--- config.mk ---
export PLATFORM = sky130hd
export DESIGN_NAME = div_wb_ctrl
export DESIGN_NICKNAME = d
export VERILOG_FILES = /design/src/rtl/div_wb_ctrl_pkg.sv /design/src/rtl/div_wb_ctrl_wb_fifo.sv /design/src/rtl/div_wb_ctrl.sv
export SDC_FILE = /design/constraint.sdc
export NUM_CORES = 1
export LEC_CHECK = 0
export BUFFER_PORTS_ARGS = -buffer_cell sky130_fd_sc_hd__buf_2
export CELL_PAD_IN_SITES_DETAIL_PLACEMENT = 2
export CELL_PAD_IN_SITES_GLOBAL_PLACEMENT = 2
export CORE_ASPECT_RATIO = 0.6
export CORE_UTILIZATION = 30
export DETAILED_ROUTE_END_ITERATION = 7
export GPL_TIMING_DRIVEN = 1
export PLACE_DENSITY_LB_ADDON = 0.1
export SETUP_SLACK_MARGIN = 0.05
export SLEW_MARGIN = 10
export SYNTH_ARGS = -nofsm -noshare
export SYNTH_HDL_FRONTEND = slang
export SYNTH_HIERARCHICAL = 1
export SYNTH_SLANG_ARGS = --single-unit
--- constraint.sdc ---
create_clock -name clk -period 6.2 [get_ports clk]
set_input_delay 1.55 -clock clk [delete_from_list [all_inputs] [get_ports clk]]
set_output_delay 1.55 -clock clk [all_outputs]
set_load 0.02 [all_outputs]
--- src/rtl/div_wb_ctrl_pkg.sv ---
// Shared widths and the writeback entry type for the divider writeback controller.
package div_wb_ctrl_pkg;

  localparam int REG_ADDR_W = 5;
  localparam int DATA_W     = 32;
  localparam logic [REG_ADDR_W-1:0] ZERO_REG = '0;

  typedef struct packed {
    logic [REG_ADDR_W-1:0] addr;
    logic [DATA_W-1:0]     data;
  } wb_entry_t;

  localparam int WB_ENTRY_W = $bits(wb_entry_t);

  function automatic logic is_zero_reg(input logic [REG_ADDR_W-1:0] addr);
    return addr == ZERO_REG;
  endfunction

endpackage

--- src/rtl/div_wb_ctrl_wb_fifo.sv ---
// Synchronous FIFO for divider results that lose writeback arbitration.
// When empty, a same-cycle push is visible at the head so it can be popped immediately.
module wb_fifo #(
  parameter int DEPTH = 2,
  parameter int WIDTH = 37
) (
  input  logic             clk,
  input  logic             rst_n,
  input  logic             push,
  input  logic [WIDTH-1:0] push_data,
  input  logic             pop,
  output logic             head_valid,
  output logic [WIDTH-1:0] head_data,
  output logic             empty,
  output logic             full
);

  localparam int PTR_W = $clog2(DEPTH);
  localparam logic [PTR_W:0] PTR_ONE = 1;

  logic [WIDTH-1:0] mem [DEPTH];
  logic [PTR_W:0]   wr_ptr;
  logic [PTR_W:0]   rd_ptr;
  logic             bypass;
  logic             do_write;
  logic             do_read;

  // The extra pointer MSB distinguishes full from empty when the indices match.
  assign empty = (wr_ptr == rd_ptr);
  assign full  = (wr_ptr[PTR_W] != rd_ptr[PTR_W]) &&
                 (wr_ptr[PTR_W-1:0] == rd_ptr[PTR_W-1:0]);

  assign head_valid = !empty || push;
  assign head_data  = empty ? push_data : mem[rd_ptr[PTR_W-1:0]];

  assign bypass   = empty && push && pop;
  assign do_write = push && !full && !bypass;
  assign do_read  = pop && !empty;

  always_ff @(posedge clk or negedge rst_n) begin
    if (!rst_n) begin
      wr_ptr <= '0;
      rd_ptr <= '0;
    end else begin
      if (do_write) wr_ptr <= wr_ptr + PTR_ONE;
      if (do_read)  rd_ptr <= rd_ptr + PTR_ONE;
    end
  end

  always_ff @(posedge clk) begin
    if (do_write) mem[wr_ptr[PTR_W-1:0]] <= push_data;
  end

endmodule

--- src/rtl/div_wb_ctrl.sv ---
// Writeback arbiter and single-entry hazard scoreboard behind the multi-cycle divider.
// EX results have priority on the register-file port; divider results queue in wb_fifo.
module div_wb_ctrl
  import div_wb_ctrl_pkg::*;
#(
  parameter int BUF_DEPTH = 2
) (
  input  logic                  clk,
  input  logic                  rst_n,
  input  logic                  ex_reg_wr_en_i,
  input  logic [REG_ADDR_W-1:0] ex_reg_wr_addr_i,
  input  logic [DATA_W-1:0]     ex_reg_wr_data_i,
  input  logic                  div_req_i,
  input  logic [REG_ADDR_W-1:0] div_issue_addr_i,
  input  logic                  div_res_ready_i,
  input  logic [DATA_W-1:0]     div_res_i,
  input  logic [REG_ADDR_W-1:0] div_reg_wr_addr_i,
  input  logic [REG_ADDR_W-1:0] id_rs1_addr_i,
  input  logic [REG_ADDR_W-1:0] id_rs2_addr_i,
  input  logic                  id_div_i,
  output logic                  reg_wr_en_o,
  output logic [REG_ADDR_W-1:0] reg_wr_addr_o,
  output logic [DATA_W-1:0]     reg_wr_data_o,
  output logic                  div_pending_o,
  output logic                  hold_o
);

  logic                  sb_valid;
  logic [REG_ADDR_W-1:0] sb_rd;
  logic                  out_is_div;

  wb_entry_t push_entry;
  wb_entry_t head_entry;
  logic      fifo_pop;
  logic      fifo_head_valid;
  logic      fifo_empty;
  logic      fifo_full;

  logic rd_live;
  logic raw_hazard;
  logic waw_hazard;
  logic ex_take;

  assign push_entry = '{addr: div_reg_wr_addr_i, data: div_res_i};

  wb_fifo #(
    .DEPTH(BUF_DEPTH),
    .WIDTH(WB_ENTRY_W)
  ) u_wb_fifo (
    .clk       (clk),
    .rst_n     (rst_n),
    .push      (div_res_ready_i),
    .push_data (push_entry),
    .pop       (fifo_pop),
    .head_valid(fifo_head_valid),
    .head_data (head_entry),
    .empty     (fifo_empty),
    .full      (fifo_full)
  );

  assign rd_live    = sb_valid && !is_zero_reg(sb_rd);
  assign raw_hazard = rd_live && ((id_rs1_addr_i == sb_rd) || (id_rs2_addr_i == sb_rd));
  assign waw_hazard = rd_live && ex_reg_wr_en_i && (ex_reg_wr_addr_i == sb_rd);

  assign div_pending_o = sb_valid || !fifo_empty;
  assign hold_o        = (div_pending_o && id_div_i) || raw_hazard || waw_hazard || fifo_full;

  // A stalled EX write to the divide's destination must not overtake the older divider result.
  assign ex_take  = ex_reg_wr_en_i && !waw_hazard;
  assign fifo_pop = !ex_take && fifo_head_valid;

  // The scoreboard retires while the divider result sits on the port, so pending drops a cycle later.
  always_ff @(posedge clk or negedge rst_n) begin
    if (!rst_n) begin
      reg_wr_en_o   <= 1'b0;
      reg_wr_addr_o <= '0;
      reg_wr_data_o <= '0;
      out_is_div    <= 1'b0;
      sb_valid      <= 1'b0;
      sb_rd         <= '0;
    end else begin
      if (ex_take) begin
        reg_wr_en_o   <= !is_zero_reg(ex_reg_wr_addr_i);
        reg_wr_addr_o <= ex_reg_wr_addr_i;
        reg_wr_data_o <= ex_reg_wr_data_i;
        out_is_div    <= 1'b0;
      end else if (fifo_head_valid) begin
        reg_wr_en_o   <= !is_zero_reg(head_entry.addr);
        reg_wr_addr_o <= head_entry.addr;
        reg_wr_data_o <= head_entry.data;
        out_is_div    <= 1'b1;
      end else begin
        reg_wr_en_o   <= 1'b0;
        out_is_div    <= 1'b0;
      end

      if (div_req_i) begin
        sb_valid <= 1'b1;
        sb_rd    <= div_issue_addr_i;
      end else if (out_is_div) begin
        sb_valid <= 1'b0;
      end
    end
  end

endmodule

---- After elaboration in Yosys (flattened, before gate mapping) ----
Memory sizes are Yosys's and may differ from the RTL's.
Cells that the tools add are included.
cells by class
  multiplexer cells ....................... 13
  order comparisons ....................... 0
  multiply operators ...................... 0
  reductions and logical operators ........ 32
  shifts and indexed selects .............. 0
  $add $sub $neg .......................... 2
  div/mod/pow operators ................... 0
  eq/ne operators ......................... 6
  bitwise operators ....................... 0
operators by type and width
  cell                                          count
  2-to-1 mux 32 bit                             2
  2-to-1 mux 37 bit                             1
  == test 5 bit                                 3
  zero test 5 bit                               3
  logical AND 1 bit                             13
  2-to-1 mux 5 bit                              2
  zero test 1 bit                               8
  2-to-1 mux 1 bit                              8
  logical OR 1 bit                              6
  adder 2 x 1 -> 2 bit (second input constant)  2
  nonzero test 2 bit                            2
  == test 2 bit                                 1
  == test 1 bit                                 1
  inequality test 1 bit                         1
word-level totals
  word-level logic and storage cells ...... 62
  RAM bits ................................ 74
  output and inout bits ................... 40
  input port bits ......................... 95
  memory bits (read-only) ................. 0
  bits in latches ......................... 0
  memories kept ........................... 1
  flip-flop bits (word level) ............. 49
memories
  name           depth  bits a word  rd ports  clocked after Yosys merged registers in  wr ports  line                       text
  u_wb_fifo.mem  2      37           1         0                                        1         div_wb_ctrl_wb_fifo.sv:21  logic [WIDTH-1:0] mem [DEPTH];

---- Logic depth before layout (Yosys ltp) ----
  depth in word-level cells ............... 14
  depth in mapped cells ................... 9
  mapped depth without buffers ............ 7

---- Cells and area by module ----
Netlist, hierarchy kept.
by module, submodules not included
  module       cells an instance  times used  sequential area each (sq um)  area each (sq um)
  wb_fifo      191                1           2322.2                        3469.6
  div_wb_ctrl  171                1           1126.1                        2367.3

---- Least setup slack after synthesis ----
No wires, ideal clock.
  path type ............................... input-to-reg
  start point ............................. input port div_res_ready_i
  end point ............................... memory u_wb_fifo.mem[0][0], enable pin
  stages .................................. 8
  buffers on the path ..................... 2
  required time ........................... 5.723 ns
  setup time .............................. 0.477 ns
  arrival ................................. 5.177 ns
  path slack .............................. 0.546 ns
  cells stage by stage .................... inv_1 nand3_1 clkbuf_1 clkbuf_1 and2_1 inv_1 a21oi_1 nor3_1
on the way
  cells in the longest elaborated chain, start to end .. 7
  elaborated cells between the ends (all ways) .. 9
  those cells by class .................... mux (2); reduce/logical (7)
ends and longest elaborated chain
  what                                    line                       text
  start: declaration                      div_wb_ctrl.sv:15          input logic div_res_ready_i,
  logical OR 1 bit                        div_wb_ctrl_wb_fifo.sv:33  assign head_valid = !empty || push;
  via fifo_head_valid                     div_wb_ctrl.sv:35          logic fifo_head_valid;
  logical AND 1 bit                       div_wb_ctrl.sv:70          assign fifo_pop = !ex_take && fifo_head_valid;
  via fifo_pop                            div_wb_ctrl.sv:34          logic fifo_pop;
  logical AND 1 bit                       div_wb_ctrl_wb_fifo.sv:36  assign bypass = empty && push && pop;
  zero test 1 bit                         div_wb_ctrl_wb_fifo.sv:37  assign do_write = push && !full && !bypass;
  logical AND 1 bit                       div_wb_ctrl_wb_fifo.sv:37
  2-to-1 mux 1 bit                        div_wb_ctrl_wb_fifo.sv:51  if (do_write) mem[wr_ptr[PTR_W-1:0]] <= push_data;
  2-to-1 mux 1 bit (not written as such)  div_wb_ctrl_wb_fifo.sv:51
  end: declaration                        div_wb_ctrl_wb_fifo.sv:21
The timed path passes the listed nets, and every way through them passes these cells.

---- Worst setup path in the final report ----
  start point ............................. input port ex_reg_wr_addr_i[0]
  end point ............................... output port hold_o
on the way
  cells in the longest elaborated chain, start to end .. 4
ends and longest elaborated chain
  what                           line               text
  start: declaration             div_wb_ctrl.sv:11  input logic [REG_ADDR_W-1:0] ex_reg_wr_addr_i,
  == test 5 bit                  div_wb_ctrl.sv:63  assign waw_hazard = rd_live && ex_reg_wr_en_i && (ex_reg_wr_addr_i == sb_rd);
  logical AND 1 bit              div_wb_ctrl.sv:63
  logical OR 1 bit (2 in a row)  div_wb_ctrl.sv:66  assign hold_o = (div_pending_o && id_div_i) || raw_hazard || waw_hazard || fifo_full;
  end: declaration               div_wb_ctrl.sv:25  output logic hold_o
Every way passes these cells.

==> results by group <==
STA
  – Final Max Tran Viols: 0
  – Final worst hold slack: around 0.53 ns
  – Timing-limited maximum frequency: 0.234 GHz
  – Post-Route Skew: 0.0104 ns
  – Setup repair after global routing missed its margin: no
  – Share of the clock period used by the worst path: 0.691
  – Worst Max-Slew Pin Slew: about 1.1 ns
  – Final setup TNS: 0 ns
  – Final setup viols: 0
  – Worst max-slew margin expressed relative to the limit: 0.266
  – Final number of hold-violating endpoints: 0
  – Post-layout minimum cycle time: 4.28 ns
  – Worst Setup Slack, final: 1.92 ns

Synth
  – Cell types with the highest counts after synthesis: 126 x sky130_fd_sc_hd__mux2_2, 74 x sky130_fd_sc_hd__edfxtp_1, 49 x sky130_fd_sc_hd__dfrtp_1
  – Number of enable flip-flop cells after synthesis: 74
  – Post-synthesis net count: roughly 460
  – Area fraction in compound gates after synthesis: 0.0212
  – Mean post-synth cell area: roughly 16 µm²
  – Dominant combinational cell family by area after synthesis: multiplexers
  – Synth Instances: between 300 and 400
  – Proportion of synthesized chip area in sequential cells: 0.591
  – Basic-gate share of the synthesized area counting and, or, nand and nor cells: 0.0195
  – Share of Yosys cell area claimed by the top area cell type: 0.381
  – Fraction of synthesized area in multiplexers: 0.316
  – Cell types with the largest area share after synthesis: sky130_fd_sc_hd__edfxtp_1 38%, sky130_fd_sc_hd__mux2_2 24%, sky130_fd_sc_hd__dfrtp_1 21%
  – Adder-cell share of the synthesized area: 0
  – Cell Area, Synth: 5840 µm²
  – Top_reg_cell synth: sky130_fd_sc_hd__edfxtp_1
  – Netlist cell types: 35
  – Yosys warns: 6
  – Dominant cell by count in the synthesized netlist: sky130_fd_sc_hd__mux2_2
  – Xor/xnor cell area share of the yosys netlist: 0.0281
  – Area leader, netlist: sky130_fd_sc_hd__edfxtp_1
  – FF+latch count, synth: roughly 120
  – Post-synth ARST share: 0.398

Placed design
  – Input/output buffers: 134
  – Gpl congestion: 0.675
  – Post-placement cell count: 728
  – Detailed Place HPWL: approximately 9900 µm
  – Worst-case setup slack after placement: between 1.5 and 2 ns

Global route
  – Total congestion overflow: 0
  – Number of global-route vias before repair: 3,861
  – Global-route met3 utilization: 0.0434
  – First-pass GRT wire length: 22,300 µm
  – Routing usage on met1: 0.211
  – Antenna violations before repair: 3
  – Met2 usage in global routing: 0.231
  – Global-route layer with the greatest usage: met2
  – Largest net degree at the start of global routing: 50
  – Global-route total usage across every layer: 0.152

Floorplanning
  – Ports: between 100 and 150
  – Die boundary height: between 100 and 150 µm
  – Initial standard-cell utilization of the core: 0.307
  – Die outline width: between 150 and 200 µm
  – Die outline area: about 20,000 µm²
  – Placeable Area: 19,000 µm²
  – Standard-cell rows: 39

Power and ir drop
  – Fraction of power consumed by combinational cells: 0.444
  – Part of the total power dissipated in the clock network: 0.225
  – Leakage power: 0.00299 µW
  – Power share of the sequential group: 0.331
  – Internal power: around 2700 µW
  – Total chip power: around 4000 µW
  – Switch Pwr: 1360 µW
  – Switching share of power: 0.339
  – Worst IR drop on VDD: 210 µV
  – Pwr dens: about 550 nW/µm²

Worst setup path
  – CP required: ~4.7 ns
  – Crit Reg-Reg Endpoint: u_wb_fifo/mem[0][26]
  – Critical path arrival: ~2.7 ns
  – Class of the most critical setup path: in2out
  – Critical Path Fanout Max: 3
  – R2r startpoint: u_wb_fifo/rd_ptr[0]
  – Setup crit start kind: input pin
  – R2r worst-path depth: 7
  – CP Capture Type: output port
  – Setup slack of the worst register-to-register path: roughly 2.6 ns

Clock tree
  – Clock Root Buffer: sky130_fd_sc_hd__clkbuf_16
  – Cts bufs inserted: 17
  – Maximum buffer depth of the clock tree: 2
  – TritonCTS clock tree: built
  – Cells resized by post-CTS repair: 0
  – Sink count of the clock tree: 123
  – CTS clock-pin slew for the worst setup and hold paths: about 0.060 ns
  – Maximum level of the CTS H-tree: 4
  – Hold-fix buffers at CTS: 0
  – Worst-Skew Late Latency: ~0.40 ns
  – Setup Buffers After CTS: 0

Drt
  – Antenna-violating nets left: 0
  – Per-cell via count in the routed design: 4.62
  – Number of DRC violations after detailed routing: 0
  – Total via count after detailed routing: 3,520
  – DRT Pass-1 Iters: 6
  – Number of design-rule violations left by the first detailed-router iteration: 115
  – Final wirelength: around 15,000 µm
  – Average routed wire per standard cell: 19.3 µm

Cells and area
  – Nets: approximately 600
  – Share of post-route cells with drive strength above 1: 0.642
  – Area occupied by multi-input gates: 2280 µm²
  – Relative area change from synthesis to final layout: 25.6%
  – Final Instance Count excl. Fillers: 762
  – Combined flip-flop and latch cell area: ~3400 µm²
  – Count of fill cells added during filler insertion: ~2,000

Worst hold path
  – Endpoint of the worst hold path: sb_valid
  – Cell count of the worst hold path: 1
  – Hold Crit Start: sb_valid
  – Class of the tightest hold or removal check: reg2reg

Job
  – # Max-Cap Violations: 0

Run status
  – Run status: complete, no violations
metal layers:
layer  part of all wire  up-vias
met3              0.048       12
met5            0.00082        -
li1                   -     1643
met4             0.0085        2
met1               0.50     1782
met2               0.44       81
kinds of logic after synthesis:
kind of cell	Yosys count
buffers and inverters	26
flip-flops	123
XOR/XNOR	17
AND/OR/NAND/NOR	22
AO/OA/AOI/OAI	19
multiplexers	155
state kept, by name, indices dropped and copies added, names as in the netlist, 2 cells and up:
name / count
reg_wr_addr_o: 5
reg_wr_data_o: 32
sb_rd: 5
u_wb_fifo/mem: 74
u_wb_fifo/rd_ptr: 2
u_wb_fifo/wr_ptr: 2
how the worst max path moves through the flow:
stage	end	depth (start not counted)	startpoint
after floorplan	u_wb_fifo/mem[0][0]	8	div_res_ready_i
after global placement	hold_o	6	ex_reg_wr_addr_i[0]
after detailed placement	hold_o	6	ex_reg_wr_addr_i[0]
after CTS	hold_o	6	ex_reg_wr_addr_i[0]
after global routing	hold_o	6	ex_reg_wr_addr_i[0]
final	hold_o	6	ex_reg_wr_addr_i[0]
worst max-delay path, cell delays in order:
cell and delay, ns:
sky130_fd_sc_hd__buf_2 0.12, sky130_fd_sc_hd__xnor2_1 0.15, sky130_fd_sc_hd__nand2_1 0.13, sky130_fd_sc_hd__or4_1 0.48, sky130_fd_sc_hd__o211ai_1 0.10, sky130_fd_sc_hd__buf_2 0.19
per-stage QoR:
stage / instance area (µm²) / util
2_1_floorplan: 5840 / -
3_3_place_gp: 6770 / 0.356
5_1_grt: 7320 / 0.385
6_report: 7330 / 0.385
4_1_cts: 7300 / 0.384
3_5_place_dp: 6770 / 0.356
power by group through the flow:
stage | registers, µW | clock network, µW | logic (µW)
after global routing | 1370 | 968 | 1920
after CTS | 1340 | 937 | 1810
after detailed placement | 1350 | 0 | 1790
after floorplan | 1430 | 0 | 1260
final | 1330 | 905 | 1780
after global placement | 1340 | 0 | 1770
cells in the final DEF (no fill, tap or decap), types with 2 or more instances in the layout:
cell                         netlist  routed
sky130_fd_sc_hd__inv_1             7       7
sky130_fd_sc_hd__xnor2_1           5       5
sky130_fd_sc_hd__buf_4             0       5
sky130_fd_sc_hd__clkinvlp_4        0       3
sky130_fd_sc_hd__a21oi_1           6       6
sky130_fd_sc_hd__clkbuf_16         0      17
sky130_fd_sc_hd__edfxtp_1         74      74
sky130_fd_sc_hd__or4_1             4       4
sky130_fd_sc_hd__nor3_1            3       2
sky130_fd_sc_hd__clkinv_1          0       2
sky130_fd_sc_hd__dfrtp_1          49      48
sky130_fd_sc_hd__clkinv_4          0       2
sky130_fd_sc_hd__mux2_2          126     126
sky130_fd_sc_hd__buf_2             6     134
sky130_fd_sc_hd__clkbuf_1          6       2
sky130_fd_sc_hd__mux2i_1           2       2
sky130_fd_sc_hd__o21ai_0           2       2
sky130_fd_sc_hd__xnor2_2           2       2
sky130_fd_sc_hd__clkinv_2          0       3
sky130_fd_sc_hd__xor2_1           10      10
sky130_fd_sc_hd__nor2_1            6       5
sky130_fd_sc_hd__diode_2           0       2
sky130_fd_sc_hd__mux2_4           27      27
sky130_fd_sc_hd__nand2_1           3       3
layout make-up:
type                            count  share of cell area
Multi-Input combinational cell    213               0.311
Inverter                            7             0.00359
Antenna cell                        2            0.000683
Clock inverter                     12              0.0138
Tap cell                          246              0.0420
Timing Repair Buffer              140              0.0994
Clock buffer                       19              0.0591
Sequential cell                   123               0.471
(Power assumes the default switching activity.)
